==> config.mk <==
export PLATFORM = sky130hd
export DESIGN_NAME = ddr_burst_wr_engine_flat
export DESIGN_NICKNAME = d
export VERILOG_FILES = /design/src/rtl/ddr_burst_wr_engine_if.sv /design/src/rtl/ddr_burst_wr_engine.sv /design/src/flat_wrapper.sv
export SDC_FILE = /design/constraint.sdc
export NUM_CORES = 1
export LEC_CHECK = 0
export ABC_AREA = 1
export ABC_CLOCK_PERIOD_IN_PS = 3300
export CAP_MARGIN = 10
export CORE_AREA = 2 2 245 247
export CTS_CLUSTER_DIAMETER = 50
export DETAILED_ROUTE_END_ITERATION = 8
export DIE_AREA = 0 0 247 249
export PLACE_DENSITY = 0.42
export SYNTH_ARGS = -nofsm -noshare
export SYNTH_HDL_FRONTEND = slang
export SYNTH_SLANG_ARGS = --single-unit
==> constraint.sdc <==
create_clock -name clk -period 3.3 [get_ports clk]
set_clock_uncertainty 0.1 [all_clocks]
set_input_delay 0.825 -clock clk [delete_from_list [all_inputs] [get_ports clk]]
set_output_delay 0.825 -clock clk [all_outputs]
set_load 0.02 [all_outputs]
==> src/rtl/ddr_burst_wr_engine_if.sv <==
// AXI4 write-side bundle (AW, W, B) between the burst engine and one DDR interconnect port.
// Latency: none, wires only.
// Backpressure: valid/ready on every channel; the master holds its payload while valid is high.
interface ddr_burst_wr_engine_if #(
    parameter int ADDR_WIDTH = 30,
    parameter int DATA_WIDTH = 256
);
    logic [ADDR_WIDTH-1:0] m_awaddr;
    logic [7:0]            m_awlen;
    logic                  m_awvalid;
    logic                  m_awready;
    logic [DATA_WIDTH-1:0] m_wdata;
    logic                  m_wlast;
    logic                  m_wvalid;
    logic                  m_wready;
    logic                  m_bvalid;
    logic [1:0]            m_bresp;
    logic                  m_bready;

    modport master (
        output m_awaddr, m_awlen, m_awvalid,
        input  m_awready,
        output m_wdata, m_wlast, m_wvalid,
        input  m_wready,
        input  m_bvalid, m_bresp,
        output m_bready
    );

    modport slave (
        input  m_awaddr, m_awlen, m_awvalid,
        output m_awready,
        input  m_wdata, m_wlast, m_wvalid,
        output m_wready,
        output m_bvalid, m_bresp,
        input  m_bready
    );
endinterface

==> src/rtl/ddr_burst_wr_engine.sv <==
// DDR write burst engine: one request edge -> req_num aligned AXI4 bursts from the pixel FIFO, then req_done.
// Latency: req_done 2 cycles after an accepted zero-length edge; one burst outstanding at a time.
// Backpressure: AW/W/B valid-ready honoured, FIFO popped only on W handshake; DDR_WR_ERR_CNT_EN adds wr_err/wr_err_cnt.
module ddr_burst_wr_engine #(
    parameter int ADDR_WIDTH     = 30,
    parameter int WR_NUM_WIDTH   = 16,
    parameter int DATA_WIDTH     = 256,
    parameter int BURST_LEN      = 8,
    parameter int FIFO_CNT_WIDTH = 10
) (
    input  logic                      clk,
    input  logic                      rst_n,
    input  logic                      init_calib_complete,
    input  logic                      req_valid,
    input  logic [ADDR_WIDTH-1:0]     req_addr,
    input  logic [WR_NUM_WIDTH-1:0]   req_num,
    output logic                      req_done,
    output logic                      busy,
    input  logic [FIFO_CNT_WIDTH-1:0] fifo_rd_cnt,
    input  logic [DATA_WIDTH-1:0]     fifo_rdata,
    output logic                      fifo_rd_en,
    ddr_burst_wr_engine_if.master     axi
`ifdef DDR_WR_ERR_CNT_EN
    ,
    output logic                      wr_err,
    output logic [15:0]               wr_err_cnt
`endif
);
    localparam int BURST_BYTES = DATA_WIDTH / 8 * BURST_LEN;
    localparam int ALIGN_BITS  = $clog2(BURST_BYTES);
    localparam int BEAT_W      = (BURST_LEN > 1) ? $clog2(BURST_LEN) : 1;

    localparam logic [ADDR_WIDTH-1:0]     ALIGN_MASK  = ADDR_WIDTH'((64'd1 << ALIGN_BITS) - 64'd1);
    localparam logic [ADDR_WIDTH-1:0]     ADDR_STEP   = ADDR_WIDTH'(BURST_BYTES);
    localparam logic [BEAT_W-1:0]         LAST_BEAT   = BEAT_W'(BURST_LEN - 1);
    localparam logic [FIFO_CNT_WIDTH-1:0] BURST_WORDS = FIFO_CNT_WIDTH'(BURST_LEN);

    typedef enum logic [2:0] {S_IDLE, S_WAIT, S_AW, S_W, S_B, S_DONE} state_t;

    state_t                  state;
    logic                    req_valid_q;
    logic [ADDR_WIDTH-1:0]   addr_r;
    logic [WR_NUM_WIDTH-1:0] num_r;
    logic [WR_NUM_WIDTH-1:0] burst_cnt;
    logic [WR_NUM_WIDTH-1:0] burst_nxt;
    logic [BEAT_W-1:0]       beat_cnt;
    logic [BEAT_W-1:0]       beat_nxt;
    logic                    accept;
    logic                    aw_hs;
    logic                    w_hs;
    logic                    b_hs;

    // Edges seen outside IDLE are dropped, never queued.
    assign accept    = (state == S_IDLE) && init_calib_complete && req_valid && !req_valid_q;
    assign aw_hs     = axi.m_awvalid && axi.m_awready;
    assign w_hs      = axi.m_wvalid && axi.m_wready;
    assign b_hs      = axi.m_bvalid && axi.m_bready;
    assign burst_nxt = burst_cnt + 1'b1;
    assign beat_nxt  = beat_cnt + 1'b1;

    assign fifo_rd_en   = w_hs;
    assign axi.m_awaddr = addr_r;
    assign axi.m_awlen  = 8'(BURST_LEN - 1);
    assign axi.m_wdata  = fifo_rdata;

    always_ff @(posedge clk or negedge rst_n) begin
        if (!rst_n) begin
            state         <= S_IDLE;
            req_valid_q   <= 1'b0;
            addr_r        <= '0;
            num_r         <= '0;
            burst_cnt     <= '0;
            beat_cnt      <= '0;
            busy          <= 1'b0;
            req_done      <= 1'b0;
            axi.m_awvalid <= 1'b0;
            axi.m_wvalid  <= 1'b0;
            axi.m_wlast   <= 1'b0;
            axi.m_bready  <= 1'b0;
        end else begin
            req_valid_q <= req_valid;
            req_done    <= 1'b0;
            case (state)
                S_IDLE: begin
                    if (accept) begin
                        addr_r    <= req_addr & ~ALIGN_MASK;
                        num_r     <= req_num;
                        burst_cnt <= '0;
                        busy      <= 1'b1;
                        state     <= S_WAIT;
                    end
                end
                S_WAIT: begin
                    // A whole burst must be buffered so wvalid never gaps mid-burst.
                    if (num_r == '0) begin
                        req_done <= 1'b1;
                        state    <= S_DONE;
                    end else if (fifo_rd_cnt >= BURST_WORDS) begin
                        axi.m_awvalid <= 1'b1;
                        state         <= S_AW;
                    end
                end
                S_AW: begin
                    if (aw_hs) begin
                        axi.m_awvalid <= 1'b0;
                        axi.m_wvalid  <= 1'b1;
                        axi.m_wlast   <= (LAST_BEAT == '0);
                        beat_cnt      <= '0;
                        state         <= S_W;
                    end
                end
                S_W: begin
                    if (w_hs) begin
                        beat_cnt    <= beat_nxt;
                        axi.m_wlast <= (beat_nxt == LAST_BEAT);
                        if (axi.m_wlast) begin
                            axi.m_wvalid <= 1'b0;
                            axi.m_wlast  <= 1'b0;
                            axi.m_bready <= 1'b1;
                            state        <= S_B;
                        end
                    end
                end
                S_B: begin
                    // Response code does not affect sequencing; the address wraps silently.
                    if (b_hs) begin
                        axi.m_bready <= 1'b0;
                        addr_r       <= addr_r + ADDR_STEP;
                        burst_cnt    <= burst_nxt;
                        if (burst_nxt == num_r) begin
                            req_done <= 1'b1;
                            state    <= S_DONE;
                        end else begin
                            state <= S_WAIT;
                        end
                    end
                end
                S_DONE: begin
                    busy  <= 1'b0;
                    state <= S_IDLE;
                end
                default: state <= S_IDLE;
            endcase
        end
    end

`ifdef DDR_WR_ERR_CNT_EN
    always_ff @(posedge clk or negedge rst_n) begin
        if (!rst_n) begin
            wr_err     <= 1'b0;
            wr_err_cnt <= '0;
        end else if (b_hs && (axi.m_bresp != 2'b00)) begin
            wr_err <= 1'b1;
            if (wr_err_cnt != 16'hFFFF) begin
                wr_err_cnt <= wr_err_cnt + 16'd1;
            end
        end
    end
`else
    logic unused_bresp;
    assign unused_bresp = ^axi.m_bresp;
`endif
endmodule

==> src/flat_wrapper.sv <==
// flat-port wrapper written by rule: the top's interface ports become plain ports
module ddr_burst_wr_engine_flat 
#(
    parameter int ADDR_WIDTH     = 30,
    parameter int WR_NUM_WIDTH   = 16,
    parameter int DATA_WIDTH     = 256,
    parameter int BURST_LEN      = 8,
    parameter int FIFO_CNT_WIDTH = 10
)
  (clk, rst_n, init_calib_complete, req_valid, req_addr, req_num, req_done, busy, fifo_rd_cnt, fifo_rdata, fifo_rd_en, axi_m_awaddr, axi_m_awlen, axi_m_awvalid, axi_m_awready, axi_m_wdata, axi_m_wlast, axi_m_wvalid, axi_m_wready, axi_m_bvalid, axi_m_bresp, axi_m_bready);
  ddr_burst_wr_engine_if #(.ADDR_WIDTH(ADDR_WIDTH), .DATA_WIDTH(DATA_WIDTH)) axi_i ();
  input  logic clk;
  input  logic rst_n;
  input  logic init_calib_complete;
  input  logic req_valid;
  input  logic [ADDR_WIDTH-1:0] req_addr;
  input  logic [WR_NUM_WIDTH-1:0] req_num;
  output logic req_done;
  output logic busy;
  input  logic [FIFO_CNT_WIDTH-1:0] fifo_rd_cnt;
  input  logic [DATA_WIDTH-1:0] fifo_rdata;
  output logic fifo_rd_en;
  output wire logic [$bits(axi_i.m_awaddr)-1:0] axi_m_awaddr;
  output wire logic [$bits(axi_i.m_awlen)-1:0] axi_m_awlen;
  output wire logic [$bits(axi_i.m_awvalid)-1:0] axi_m_awvalid;
  input wire logic [$bits(axi_i.m_awready)-1:0] axi_m_awready;
  output wire logic [$bits(axi_i.m_wdata)-1:0] axi_m_wdata;
  output wire logic [$bits(axi_i.m_wlast)-1:0] axi_m_wlast;
  output wire logic [$bits(axi_i.m_wvalid)-1:0] axi_m_wvalid;
  input wire logic [$bits(axi_i.m_wready)-1:0] axi_m_wready;
  input wire logic [$bits(axi_i.m_bvalid)-1:0] axi_m_bvalid;
  input wire logic [$bits(axi_i.m_bresp)-1:0] axi_m_bresp;
  output wire logic [$bits(axi_i.m_bready)-1:0] axi_m_bready;
  assign axi_m_awaddr = axi_i.m_awaddr;
  assign axi_m_awlen = axi_i.m_awlen;
  assign axi_m_awvalid = axi_i.m_awvalid;
  assign axi_i.m_awready = axi_m_awready;
  assign axi_m_wdata = axi_i.m_wdata;
  assign axi_m_wlast = axi_i.m_wlast;
  assign axi_m_wvalid = axi_i.m_wvalid;
  assign axi_i.m_wready = axi_m_wready;
  assign axi_i.m_bvalid = axi_m_bvalid;
  assign axi_i.m_bresp = axi_m_bresp;
  assign axi_m_bready = axi_i.m_bready;
  ddr_burst_wr_engine #(.ADDR_WIDTH(ADDR_WIDTH), .WR_NUM_WIDTH(WR_NUM_WIDTH), .DATA_WIDTH(DATA_WIDTH), .BURST_LEN(BURST_LEN), .FIFO_CNT_WIDTH(FIFO_CNT_WIDTH)) u_core (.clk(clk), .rst_n(rst_n), .init_calib_complete(init_calib_complete), .req_valid(req_valid), .req_addr(req_addr), .req_num(req_num), .req_done(req_done), .busy(busy), .fifo_rd_cnt(fifo_rd_cnt), .fifo_rdata(fifo_rdata), .fifo_rd_en(fifo_rd_en), .axi(axi_i));
endmodule
==> summary.txt <==
STA
  – Final hold viol count: 0
  – Count of final max-slew check failures: 0
  – F_max: approximately 0.33 GHz
  – Min Clock Period, post-route: around 3 ns
  – Final setup vio count: 0
  – Unrepaired setup endpoints after global routing: no
  – Period utilization: 90.9%
  – Slew margin rel.: 66.6%
  – Fin Hold WS: 0.387 ns
  – Least-Margin Pin Slew: between 0.4 and 0.5 ns
  – Min setup slack post-route: 0.300 ns
  – Total Neg Setup Slack: 0 ns

Critical path
  – Startpoint of the most critical setup path: axi_m_wready
  – Arrival time reported for the critical path endpoint: 2.08 ns
  – Kind of start point of the critical path: input pin
  – Worst reg2reg path startpoint: u_core.state[0]
  – Worst setup EP type: output port
  – Critical path class: input pin to output port
  – Required time of the worst setup path: between 2 and 2.5 ns
  – Largest driver fanout on the critical path: 3
  – Worst reg-to-reg path cell count: 11

Synthesis
  – Post-Synth XOR/XNOR Area: 1.28%
  – Compound-gate portion of the synthesized area: 8.98%
  – Combinational family with the most area after synthesis: buffers and inverters
  – Gate count of the mapped netlist: 846
  – Largest area contributor in the synthesized netlist: buf_4
  – Multiplexer share of the synthesized area: 0.365%
  – Most used flip-flop cell after synthesis: dfrtp_1
  – Post-synthesis instance area: 0.00617 mm2
  – Number of enable flip-flop cells after synthesis: 0
  – Async set or reset register ratio after synthesis: 100%
  – Fraction of the yosys area taken by sequential cells: 27.2%
  – Post-synthesis cell type count: 36
  – Fraction of the mapped netlist area in adder cells: 0.811%
  – Synth warn: 0
  – Biggest area contributors in the synthesized netlist: buf_4 (33%), dfrtp_1 (27%), nand2_1 (8.7%), nand3_1 (4.0%), inv_1 (3.6%)
  – Simple-gate area share of the yosys netlist: 23.2%
  – Per-instance average area after synthesis: ~7.3 um2
  – Number of flip-flops and latches in the synthesized netlist: 67
  – Proportion of netlist area held by the largest area contributor: 33.3%

Placement
  – Placer Congestion: 0.766
  – DP HPWL: 22.1 mm
  – Port Buffers: 80
  – Post-place setup slack: roughly 0.27 ns

Floorplan
  – Die outline height: 249 um
  – I/O pin total: 622
  – DIE WIDTH: around 250 um
  – Initial standard-cell utilization of the core: 10.5%
  – Core area: 0.0587 mm2
  – Cell Rows: 89
  – Area enclosed by the die boundary: 0.0615 mm2

CTS
  – Skew-Pair Late Insertion Delay: 0.35 ns
  – Clock tree from TritonCTS: yes
  – Cell at the root of the clock tree: clkbuf_16
  – H-tree lvl count: 3
  – Resize count post-CTS: 0
  – Cts bufs inserted: 9
  – Clock-pin slew on the worst setup and hold paths: 0.07 ns
  – Maximum root-to-sink buffer count: 2
  – Post-CTS setup buffer count: 0
  – Clock Sink Count: 67
  – Number of hold buffers added after CTS: 0

Detailed routing
  – Final antenna-violating net count: 0
  – Via Count: 4629
  – Total length of routed wires: around 26 mm
  – 1st-iter DRT viols: 284
  – First-pass detailed-route iteration total: 5
  – Post-DR vias/cell: 3.19
  – Routed wire length per instance: approximately 18 um
  – Number of design rule violations left after detail routing: 0

Cells and area
  – Fraction of layout instances using a drive strength above 1: 8.71%
  – Number of diodes: 0
  – Area delta synth->final: 0.730%
  – Fin nets: roughly 1000
  – Filler cell count: just under 7000

Global routing
  – Global-route wire length before repair: 35.1 mm
  – Total global routing overflow: 0
  – All-Layer GR Usage: 8.21%
  – Number of antenna violations at the first check in global routing: 0
  – Largest net degree at the start of global routing: 68
  – Number of global-route vias before repair: 4365

Run status
  – Outcome: completed

Run
  – Max-capacitance violation count: 0

Min path
  – HP Class: input pin to asynchronous set/reset pin

Power
  – Peak supply drop: 0.283 mV
  – Static leakage: 2.42 nW
  – Power density over cell area: 771 mW/mm2
[metrics by stage]
step           utilization [%]  std cells  power, mW  instance area [um2]
6_report                  10.6       1450       4.80                 6220
5_1_grt                   10.6       1450       5.22                 6220
4_1_cts                   10.6       1450       4.91                 6220
3_5_place_dp              10.1       1434       3.90                 5930
3_3_place_gp              10.1       1434       3.88                 5930
2_1_floorplan                -        860       3.31                 6220
[registers in the layout, summed over array words and instances (netlist names)]
signal and flops:
u_core.axi.m_wvalid 1, u_core.burst_cnt 16, u_core.req_done 1, u_core.num_r 16, u_core.axi.m_awaddr 22, u_core.axi.m_bready 1
u_core.axi.m_awvalid 1, u_core.beat_cnt 3, u_core.busy 1, u_core.req_valid_q 1, u_core.state 3, u_core.axi.m_wlast 1
[path summary, 6_finish.rpt]
path	endpoint	slack, ns
max	fifo_rd_en	0.30
min	u_core.burst_cnt[14]	0.39
max reg2reg	u_core.axi.m_awaddr[17]	1.02
min reg2reg	u_core.beat_cnt[2]	0.41
max in group asynchronous	u_core.axi.m_awaddr[11]	2.35
min in group clk	u_core.beat_cnt[2]	0.41
[synthesized netlist by cell type (2+ instances only)]
cell type	number
ha_1	4
xnor2_1	2
nand3_1	49
o21ai_0	36
buf_2	3
clkbuf_1	6
a21oi_1	31
inv_2	3
o21ai_1	7
o211ai_1	11
nand2_1	143
inv_1	60
a31oi_1	4
mux2_2	2
nor4_1	2
nor2_2	6
nor2_4	6
buf_4	274
o22ai_1	8
nor2_1	59
conb_1	2
nand3_2	2
nand2_2	12
xor2_1	7
dfrtp_1	67
nand4_1	18
nor3_1	13
[critical path: stages]
cell and delay, ns:
clkdlybuf4s50_1 0.46, nand2_1 0.12, inv_1 0.08, clkdlybuf4s50_1 0.59
[layout make-up]
type	count	area, um2	share of cell area, %
repair buffers	85	846	13.6
flip-flops and latches	67	1680	27.0
inverters	64	243	3.90
well taps	773	967	15.6
clock buffers	9	225	3.62
clock inverters	7	60.1	0.966
multi-input cells	445	2200	35.4
[cell usage in the layout, fill, tap and decap left out, types with 3 or more instances in the layout]
cell type | netlist | layout
clkinv_4 | 0 | 3
inv_2 | 3 | 3
a21oi_1 | 31 | 31
nor2_4 | 6 | 6
dfrtp_1 | 67 | 67
clkbuf_16 | 0 | 9
buf_4 | 274 | 4
clkdlybuf4s50_1 | 0 | 79
nor2_1 | 59 | 59
o21ai_0 | 36 | 36
o22ai_1 | 8 | 8
a31oi_1 | 4 | 4
o211ai_1 | 11 | 11
xor2_1 | 7 | 7
ha_1 | 4 | 4
nand4_1 | 18 | 18
nand2_2 | 12 | 12
o21ai_1 | 7 | 7
nand2_1 | 143 | 143
inv_6 | 0 | 3
nor3_1 | 13 | 13
conb_1 | 2 | 16
inv_1 | 60 | 60
nor2_2 | 6 | 6
nand3_1 | 49 | 49
[power breakdown]
| part | internal [mW] | leakage, nW | switching, mW |
|---|---|---|---|
| logic | 0.807 | 1.46 | 1.39 |
| registers | 1.18 | 0.817 | 0.441 |
| clock network | 0.522 | 0.137 | 0.448 |
| total | 2.51 | 2.42 | 2.28 |
[kinds of logic after synthesis]
kind of cell,count (synthesis)
AOI/OAI and AO/OA,100
xor gates and xnor gates,9
adders and majority gates,4
buffers and inverters,348
DFF,67
muxes,2
other,2
and+or+nand+nor,314
[metal layers]
| layer | global-route usage [%] | share of wire (%) |
|---|---|---|
| met5 | 0 | 0 |
| met4 | 4.01 | 5.1 |
| met3 | 5.26 | 15 |
| met2 | 13.6 | 48 |
| met1 | 7.89 | 32 |
Power figures use the tool's default switching activity.
